[src/rtl/display_sequencer_if.sv]
// ---------------------------------------------------------------------------
// display_sequencer_if
//   Bundles the two source handshakes (req/data/ack for operand A and
//   result B) and the display-side outputs of display_sequencer.
//
//   Handshake: a source raises req_x with data_x and keeps data_x stable.
//   The sequencer answers with a 1-cycle ack_x pulse in the cycle after
//   the grant, which is when data_x has been captured. The source must
//   drop req_x after seeing ack_x; a req_x still high when the sequencer
//   next arbitrates counts as a new request.
//
//   master : request side (sources plus display observer)
//   slave  : the sequencer
//   state  : FSM state for observation (0 IDLE, 1 CONV, 2 HOLD)
// ---------------------------------------------------------------------------
interface display_sequencer_if;
  logic       req_a;
  logic [7:0] data_a;
  logic       ack_a;
  logic       req_b;
  logic [7:0] data_b;
  logic       ack_b;
  logic [3:0] dig0;
  logic [3:0] dig1;
  logic [3:0] dig2;
  logic       src;
  logic       busy;
  logic       hold;
  logic       done;
  logic [1:0] state;

  modport master (
    output req_a, data_a, req_b, data_b,
    input  ack_a, ack_b, dig0, dig1, dig2, src, busy, hold, done, state
  );

  modport slave (
    input  req_a, data_a, req_b, data_b,
    output ack_a, ack_b, dig0, dig1, dig2, src, busy, hold, done, state
  );
endinterface

[src/rtl/display_sequencer.sv]
// ---------------------------------------------------------------------------
// display_sequencer
//   Arbitrates operand entry (A) and ALU result (B) for a 3-digit
//   seven-segment display, converts the granted 8-bit value to BCD with a
//   serial double-dabble (one iteration per clock, 8 iterations) and holds
//   a freshly shown result for HOLD_MS milliseconds before operand entry
//   may take the display back. B always wins arbitration.
//
//   Optional feature macro: LEADING_BLANK_EN
//     When defined, leading zero digits are written as 4'hF (blank).
//
//   Parameters
//     CLK_DIV : clk cycles per 1 ms hold tick
//     HOLD_MS : result hold time in ms (0..4095), 0 disables hold
//
//   Ports
//     clk  : clock
//     rst  : synchronous, active-high reset
//     bus  : display_sequencer_if.slave
//            req_a/data_a/ack_a, req_b/data_b/ack_b  source handshakes
//            dig0/dig1/dig2  ones/tens/hundreds digits
//            src   source of shown digits (0 A, 1 B)
//            busy  high in CONV, hold high in HOLD
//            done  1-cycle pulse, first cycle new digits are visible
//            state FSM state for observation
// ---------------------------------------------------------------------------
module display_sequencer #(
  parameter int CLK_DIV = 16000,
  parameter int HOLD_MS = 2000
) (
  input logic               clk,
  input logic               rst,
  display_sequencer_if.slave bus
);

  typedef enum logic [1:0] {
    IDLE = 2'd0,
    CONV = 2'd1,
    HOLD = 2'd2
  } state_t;

  localparam int            PW        = (CLK_DIV > 1) ? $clog2(CLK_DIV) : 1;
  localparam logic [PW-1:0] PRESC_MAX = PW'(CLK_DIV - 1);
  localparam logic [11:0]   HOLD_LD   = 12'(HOLD_MS);

`ifdef LEADING_BLANK_EN
  localparam logic [11:0] DIG_RST = 12'hFF0;
`else
  localparam logic [11:0] DIG_RST = 12'h000;
`endif

  state_t        state_q,    state_d;
  logic [19:0]   shift_q,    shift_d;
  logic [2:0]    iter_q,     iter_d;
  logic          src_q,      src_d;
  logic          ack_a_q,    ack_a_d;
  logic          ack_b_q,    ack_b_d;
  logic          done_q,     done_d;
  logic [11:0]   dig_q,      dig_d;
  logic [PW-1:0] presc_q,    presc_d;
  logic [11:0]   hold_cnt_q, hold_cnt_d;

  logic          tick;
  logic [19:0]   step;

  // One double-dabble iteration: +3 on every BCD nibble >= 5, then shift.
  function automatic logic [19:0] dabble_step(input logic [19:0] r);
    logic [19:0] t;
    t = r;
    if (t[11:8]  >= 4'd5) t[11:8]  = t[11:8]  + 4'd3;
    if (t[15:12] >= 4'd5) t[15:12] = t[15:12] + 4'd3;
    if (t[19:16] >= 4'd5) t[19:16] = t[19:16] + 4'd3;
    return {t[18:0], 1'b0};
  endfunction

  // Leading-zero blanking; the ones digit is always shown.
  function automatic logic [11:0] blank_lead(input logic [11:0] bcd);
    logic [11:0] r;
    r = bcd;
`ifdef LEADING_BLANK_EN
    if (bcd[11:8] == 4'd0) begin
      r[11:8] = 4'hF;
      if (bcd[7:4] == 4'd0) r[7:4] = 4'hF;
    end
`endif
    return r;
  endfunction

  assign tick = (presc_q == PRESC_MAX);
  assign step = dabble_step(shift_q);

  // Prescaler runs regardless of state so hold ticks stay on a fixed grid.
  always_comb begin
    presc_d = tick ? '0 : presc_q + 1'b1;
  end

  always_comb begin
    state_d    = state_q;
    shift_d    = shift_q;
    iter_d     = iter_q;
    src_d      = src_q;
    ack_a_d    = 1'b0;
    ack_b_d    = 1'b0;
    done_d     = 1'b0;
    dig_d      = dig_q;
    hold_cnt_d = hold_cnt_q;

    case (state_q)
      IDLE: begin
        if (bus.req_b) begin
          ack_b_d = 1'b1;
          shift_d = {12'b0, bus.data_b};
          iter_d  = 3'd0;
          src_d   = 1'b1;
          state_d = CONV;
        end else if (bus.req_a) begin
          ack_a_d = 1'b1;
          shift_d = {12'b0, bus.data_a};
          iter_d  = 3'd0;
          src_d   = 1'b0;
          state_d = CONV;
        end
      end

      CONV: begin
        shift_d = step;
        iter_d  = iter_q + 3'd1;
        if (iter_q == 3'd7) begin
          // Last iteration: register the result of this step directly.
          dig_d  = blank_lead(step[19:8]);
          done_d = 1'b1;
          if (src_q && (HOLD_LD != 12'd0)) begin
            state_d    = HOLD;
            hold_cnt_d = HOLD_LD;
          end else begin
            state_d = IDLE;
          end
        end
      end

      HOLD: begin
        // A new result abandons the hold; req_a stays pending meanwhile.
        if (bus.req_b) begin
          ack_b_d = 1'b1;
          shift_d = {12'b0, bus.data_b};
          iter_d  = 3'd0;
          src_d   = 1'b1;
          state_d = CONV;
        end else if (tick) begin
          if (hold_cnt_q <= 12'd1) begin
            hold_cnt_d = 12'd0;
            state_d    = IDLE;
          end else begin
            hold_cnt_d = hold_cnt_q - 12'd1;
          end
        end
      end

      default: state_d = IDLE;
    endcase
  end

  always_ff @(posedge clk) begin
    if (rst) begin
      state_q    <= IDLE;
      shift_q    <= '0;
      iter_q     <= '0;
      src_q      <= 1'b0;
      ack_a_q    <= 1'b0;
      ack_b_q    <= 1'b0;
      done_q     <= 1'b0;
      dig_q      <= DIG_RST;
      presc_q    <= '0;
      hold_cnt_q <= '0;
    end else begin
      state_q    <= state_d;
      shift_q    <= shift_d;
      iter_q     <= iter_d;
      src_q      <= src_d;
      ack_a_q    <= ack_a_d;
      ack_b_q    <= ack_b_d;
      done_q     <= done_d;
      dig_q      <= dig_d;
      presc_q    <= presc_d;
      hold_cnt_q <= hold_cnt_d;
    end
  end

  assign bus.ack_a = ack_a_q;
  assign bus.ack_b = ack_b_q;
  assign bus.dig0  = dig_q[3:0];
  assign bus.dig1  = dig_q[7:4];
  assign bus.dig2  = dig_q[11:8];
  assign bus.src   = src_q;
  assign bus.busy  = (state_q == CONV);
  assign bus.hold  = (state_q == HOLD);
  assign bus.done  = done_q;
  assign bus.state = state_q;

endmodule
[src/flat_wrapper.sv]
// flat-port wrapper written by rule: the top's interface ports become plain ports
module display_sequencer_flat 
#(
  parameter int CLK_DIV = 16000,
  parameter int HOLD_MS = 2000
)
  (clk, rst, bus_req_a, bus_data_a, bus_req_b, bus_data_b, bus_ack_a, bus_ack_b, bus_dig0, bus_dig1, bus_dig2, bus_src, bus_busy, bus_hold, bus_done, bus_state);
  display_sequencer_if bus_i ();
  input logic clk;
  input logic rst;
  input wire logic [$bits(bus_i.req_a)-1:0] bus_req_a;
  input wire logic [$bits(bus_i.data_a)-1:0] bus_data_a;
  input wire logic [$bits(bus_i.req_b)-1:0] bus_req_b;
  input wire logic [$bits(bus_i.data_b)-1:0] bus_data_b;
  output wire logic [$bits(bus_i.ack_a)-1:0] bus_ack_a;
  output wire logic [$bits(bus_i.ack_b)-1:0] bus_ack_b;
  output wire logic [$bits(bus_i.dig0)-1:0] bus_dig0;
  output wire logic [$bits(bus_i.dig1)-1:0] bus_dig1;
  output wire logic [$bits(bus_i.dig2)-1:0] bus_dig2;
  output wire logic [$bits(bus_i.src)-1:0] bus_src;
  output wire logic [$bits(bus_i.busy)-1:0] bus_busy;
  output wire logic [$bits(bus_i.hold)-1:0] bus_hold;
  output wire logic [$bits(bus_i.done)-1:0] bus_done;
  output wire logic [$bits(bus_i.state)-1:0] bus_state;
  assign bus_i.req_a = bus_req_a;
  assign bus_i.data_a = bus_data_a;
  assign bus_i.req_b = bus_req_b;
  assign bus_i.data_b = bus_data_b;
  assign bus_ack_a = bus_i.ack_a;
  assign bus_ack_b = bus_i.ack_b;
  assign bus_dig0 = bus_i.dig0;
  assign bus_dig1 = bus_i.dig1;
  assign bus_dig2 = bus_i.dig2;
  assign bus_src = bus_i.src;
  assign bus_busy = bus_i.busy;
  assign bus_hold = bus_i.hold;
  assign bus_done = bus_i.done;
  assign bus_state = bus_i.state;
  display_sequencer #(.CLK_DIV(CLK_DIV), .HOLD_MS(HOLD_MS)) u_core (.clk(clk), .rst(rst), .bus(bus_i));
endmodule
[config.mk]
export PLATFORM = sky130hd
export DESIGN_NAME = display_sequencer_flat
export DESIGN_NICKNAME = d
export VERILOG_FILES = /design/src/rtl/display_sequencer_if.sv /design/src/rtl/display_sequencer.sv /design/src/flat_wrapper.sv
export SDC_FILE = /design/constraint.sdc
export NUM_CORES = 1
export LEC_CHECK = 0
export ABC_AREA = 1
export CORE_ASPECT_RATIO = 2
export CORE_UTILIZATION = 50
export CTS_BUF_LIST = sky130_fd_sc_hd__clkbuf_8
export DETAILED_ROUTE_END_ITERATION = 6
export PLACE_DENSITY_LB_ADDON = 0.08
export SLEW_MARGIN = 0
export SYNTH_ARGS = -nofsm -noshare
export SYNTH_HDL_FRONTEND = slang
export SYNTH_SLANG_ARGS = --single-unit
[constraint.sdc]
create_clock -name clk -period 1.9 [get_ports clk]
set_input_delay 0.38 -clock clk [delete_from_list [all_inputs] [get_ports clk]]
set_output_delay 0.38 -clock clk [all_outputs]
set_load 0.02 [all_outputs]
==> impl_metrics.csv <==
group,metric,value,unit
floorplan,die_x,61.07,um
timing,fmax,555.2,MHz
logic_synthesis,ys_types,32,
outcome,status,"finished, final reports clean",
logic_synthesis,ys_warn_count,0,
routing,drc_errors,0,
logic_synthesis,synth_top_cell_area_share,38.44,%
min_path,hold_class,"flop to flop",
setup_path,rrSetupSlack,0.16,ns
power_and_ir_drop,peakVddDrop,0.6503,mV
cts,cts_tree,"yes",
logic_synthesis,syn_area_per_cell,6.896,um^2
layout,final_util,64.66,%
place,dp_slack,-0.05341,ns
global_routing,grt_pass1_vias,3231,
min_path,hold-path-endpoint,"u_core.presc_q[0]",
layout,layout.nets,599,
place,dpl-instance-area,4078,um^2
global_routing,grt_pass1_wl,13820,um
cts,htreeDepth,3,
job,drv_cap,0,
setup_path,end_kind,"primary output",
routing,via_per_inst,5.114,
setup_path,path_class,"flop to primary output",
floorplan,die_area,7337,um^2
timing,setup_violations,0,
cts,clk_latency,0.34,ns
setup_path,cp.required,1.52,ns
layout,finalInstanceArea,4315,um^2
cts,numCtsBuffers,9,
routing,wl_per_cell,12.83,um
min_path,min_delay_path_depth,1,
routing,drtPass1Iterations,4,
power_and_ir_drop,p_total,0.005386,W
layout,drive_above_1_share,10.19,%
global_routing,grt-ovfl-total,0,
timing,tightestPinTransition,0.3340,ns
floorplan,io_pins,40,
timing,max_slew_margin,77.50,%
place,dp_hpwl,6214,um
timing,hold_slack,0.4614,ns
logic_synthesis,yosysSeqAreaShare,38.44,%
cts,path_clk_slew,0.07,ns
routing,ant_nets,0,
logic_synthesis,synthTopCellsByArea,"dfxtp_1 (38%), nand2_1 (11%), nor2_1 (8.4%), a21oi_1 (6.7%), inv_1 (6.2%)",
cts,clockBufferDepth,2,
floorplan,initial_core_util,52.29,%
setup_path,path_max_fanout,5,
place,gp_congestion,0.8185,
setup_path,reg2reg_depth,7,
place,numPortBuffers,39,
floorplan,fp.coreArea,6674,um^2
timing,post-route-worst-setup-slack,0.09894,ns
logic_synthesis,synth_seq_cells,67,
cts,cts.sinks,67,
floorplan,num_rows,42,
setup_path,startpoint_type,"flop",
layout,syn2layout_area_growth,23.66,%
global_routing,grt_max_degree,27,
power_and_ir_drop,p_leak,1.868,nW
timing,clock_skew,0.004245,ns
timing,rsz0062_at_grt,"no",
timing,finalHoldViolCount,0,
global_routing,grt.total_usage,25.04,%
power_and_ir_drop,cellPowerDensity,1248,nW/um^2
setup_path,crit_arrival,1.42,ns
logic_synthesis,yosysTopAreaCell,"dfxtp_1",
cts,root_buffer,"clkbuf_8",
timing,layout_min_cycle_time,1.801,ns
timing,period_share,94.79,%
cts,holdBufCountCts,0,
logic_synthesis,synth_cells,506,
routing,routed_wl,8427,um
timing,drv_slew,0,
layout,antenna_cells,0,
logic_synthesis,syn_nets,541,
global_routing,antenna_found_initial,0,
setup_path,reg2reg_from,"u_core.bus.state[1]",
min_path,worstHoldStart,"u_core.presc_q[0]",
setup_path,r2r-end,"u_core.shift_q[15]",
routing,drt-initial-drc-count,158,
logic_synthesis,synthesis.area,3490,um^2
routing,vias,3360,
floorplan,chipHeight,120.1,um
==> report_power, final <==
| part | total [W] | switching, W | internal (W) |
|---|---|---|---|
| Sequential | 0.00176 | 0.000160 | 0.00160 |
| Clock | 0.00112 | 0.000514 | 0.000606 |
| Combinational | 0.00251 | 0.00145 | 0.00106 |
==> worst max-delay path: stages, from the launching register on <==
cell,delay [ns]
dfxtp_1,0.42
inv_1,0.09
ha_1,0.24
dlygate4sd2_1,0.34
==> layer usage <==
layer  wire length, um  global-route usage (%)
met5                 0                       0
met4               123                   7.955
met3               242                   5.927
met2              4712                   46.40
met1              3349                   25.92
==> cell usage after synthesis <==
library cell / count
a211oi_1: 1
a21oi_1: 47
a21oi_2: 1
a22oi_1: 8
a2bb2oi_1: 1
a31oi_1: 1
a32o_1: 6
a32oi_1: 1
and2_1: 1
buf_2: 7
buf_6: 1
clkbuf_1: 10
dfxtp_1: 67
ha_1: 15
inv_1: 58
inv_2: 4
nand2_1: 106
nand2_2: 4
nand3_1: 24
nand3b_1: 1
nand4_1: 1
nor2_1: 78
nor2_2: 2
nor2_4: 1
nor3_1: 4
nor3_4: 1
nor3b_1: 1
o21ai_0: 37
o21bai_1: 5
or2_2: 1
xnor2_1: 3
xor2_1: 8
==> placed cells by master (no fill, tap or decap), types with 2 or more instances in the layout <==
cell type        netlist  final
a21oi_1               47     47
a22oi_1                8      8
a32o_1                 6      6
buf_4                  0     25
clkbuf_8               0     13
clkdlybuf4s50_1        0     37
dfxtp_1               67     66
dlygate4sd2_1          0      2
ha_1                  15     14
inv_1                 58     59
inv_2                  4      3
nand2_1              106    106
nand2_2                4      4
nand3_1               24     24
nor2_1                78     77
nor2_2                 2      3
nor3_1                 4      4
o21ai_0               37     37
o21bai_1               5      5
xnor2_1                3      3
xor2_1                 8      8
==> cell families after synthesis <==
| group | count (synthesis) | share of synthesized area, % |
|---|---|---|
| AND/OR/NAND/NOR | 225 | 26.64 |
| buffers and inverters | 80 | 9.071 |
| AO/OA/AOI/OAI | 108 | 17.71 |
| adder cells (fa/ha/maj) | 15 | 5.378 |
| flip-flops | 67 | 38.44 |
| XOR/XNOR | 11 | 2.761 |
==> sequential cells by signal, indices dropped and copies added (netlist names) <==
| name | cells |
|---|---|
| u_core.shift_q | 20 |
| u_core.presc_q | 14 |
| u_core.dig_q | 12 |
| u_core.hold_cnt_q | 12 |
| u_core.iter_q | 3 |
| u_core.bus.state | 2 |
| u_core.bus.ack_a | 1 |
| u_core.bus.ack_b | 1 |
| u_core.bus.done | 1 |
| u_core.bus.src | 1 |
==> how the worst max path moves through the flow <==
stage | from | end | slack (ns) | cells after the start
global placement | bus_req_b | u_core.shift_q[16] | 0.02 | 9
global route | u_core.presc_q[0] | u_core.hold_cnt_q[0] | 0.001 | 9
detailed placement | bus_req_b | u_core.shift_q[15] | -0.05 | 9
CTS | u_core.bus.state[1] | bus_state[1] | 0.08 | 1
finish | u_core.bus.state[1] | bus_busy | 0.1 | 3
floorplan | u_core.bus.state[1] | u_core.hold_cnt_q[3] | 0.01 | 10
==> cell type report <==
class	instances	area (um^2)
tap	88	110.1
clock buffer	13	178.9
multi-input combinational	359	1837
fill	654	2359
timing repair buffer	65	595.6
inverter	62	239.0
clock inverter	3	12.51
sequential	67	1343
==> through the flow <==
step / TNS, ns / std cells
final: 0 / 657
after global routing: 0 / 657
after floorplan: 0 / 506
after CTS: 0 / 652
after detailed placement: -0.1342 / 636
after global placement: 0 / 636
==> timing repair <==
| action | CTS | global route |
|---|---|---|
| cloned | 0 | 0 |
| setup buffers | 0 | 5 |
| resized for setup | 3 | 3 |
| endpoints found under the hold margin | 0 | 0 |
| pin swaps | 0 | 0 |
| endpoints found under the setup margin | 2 | 3 |
No activity file was read; power rests on OpenSTA's default activity.
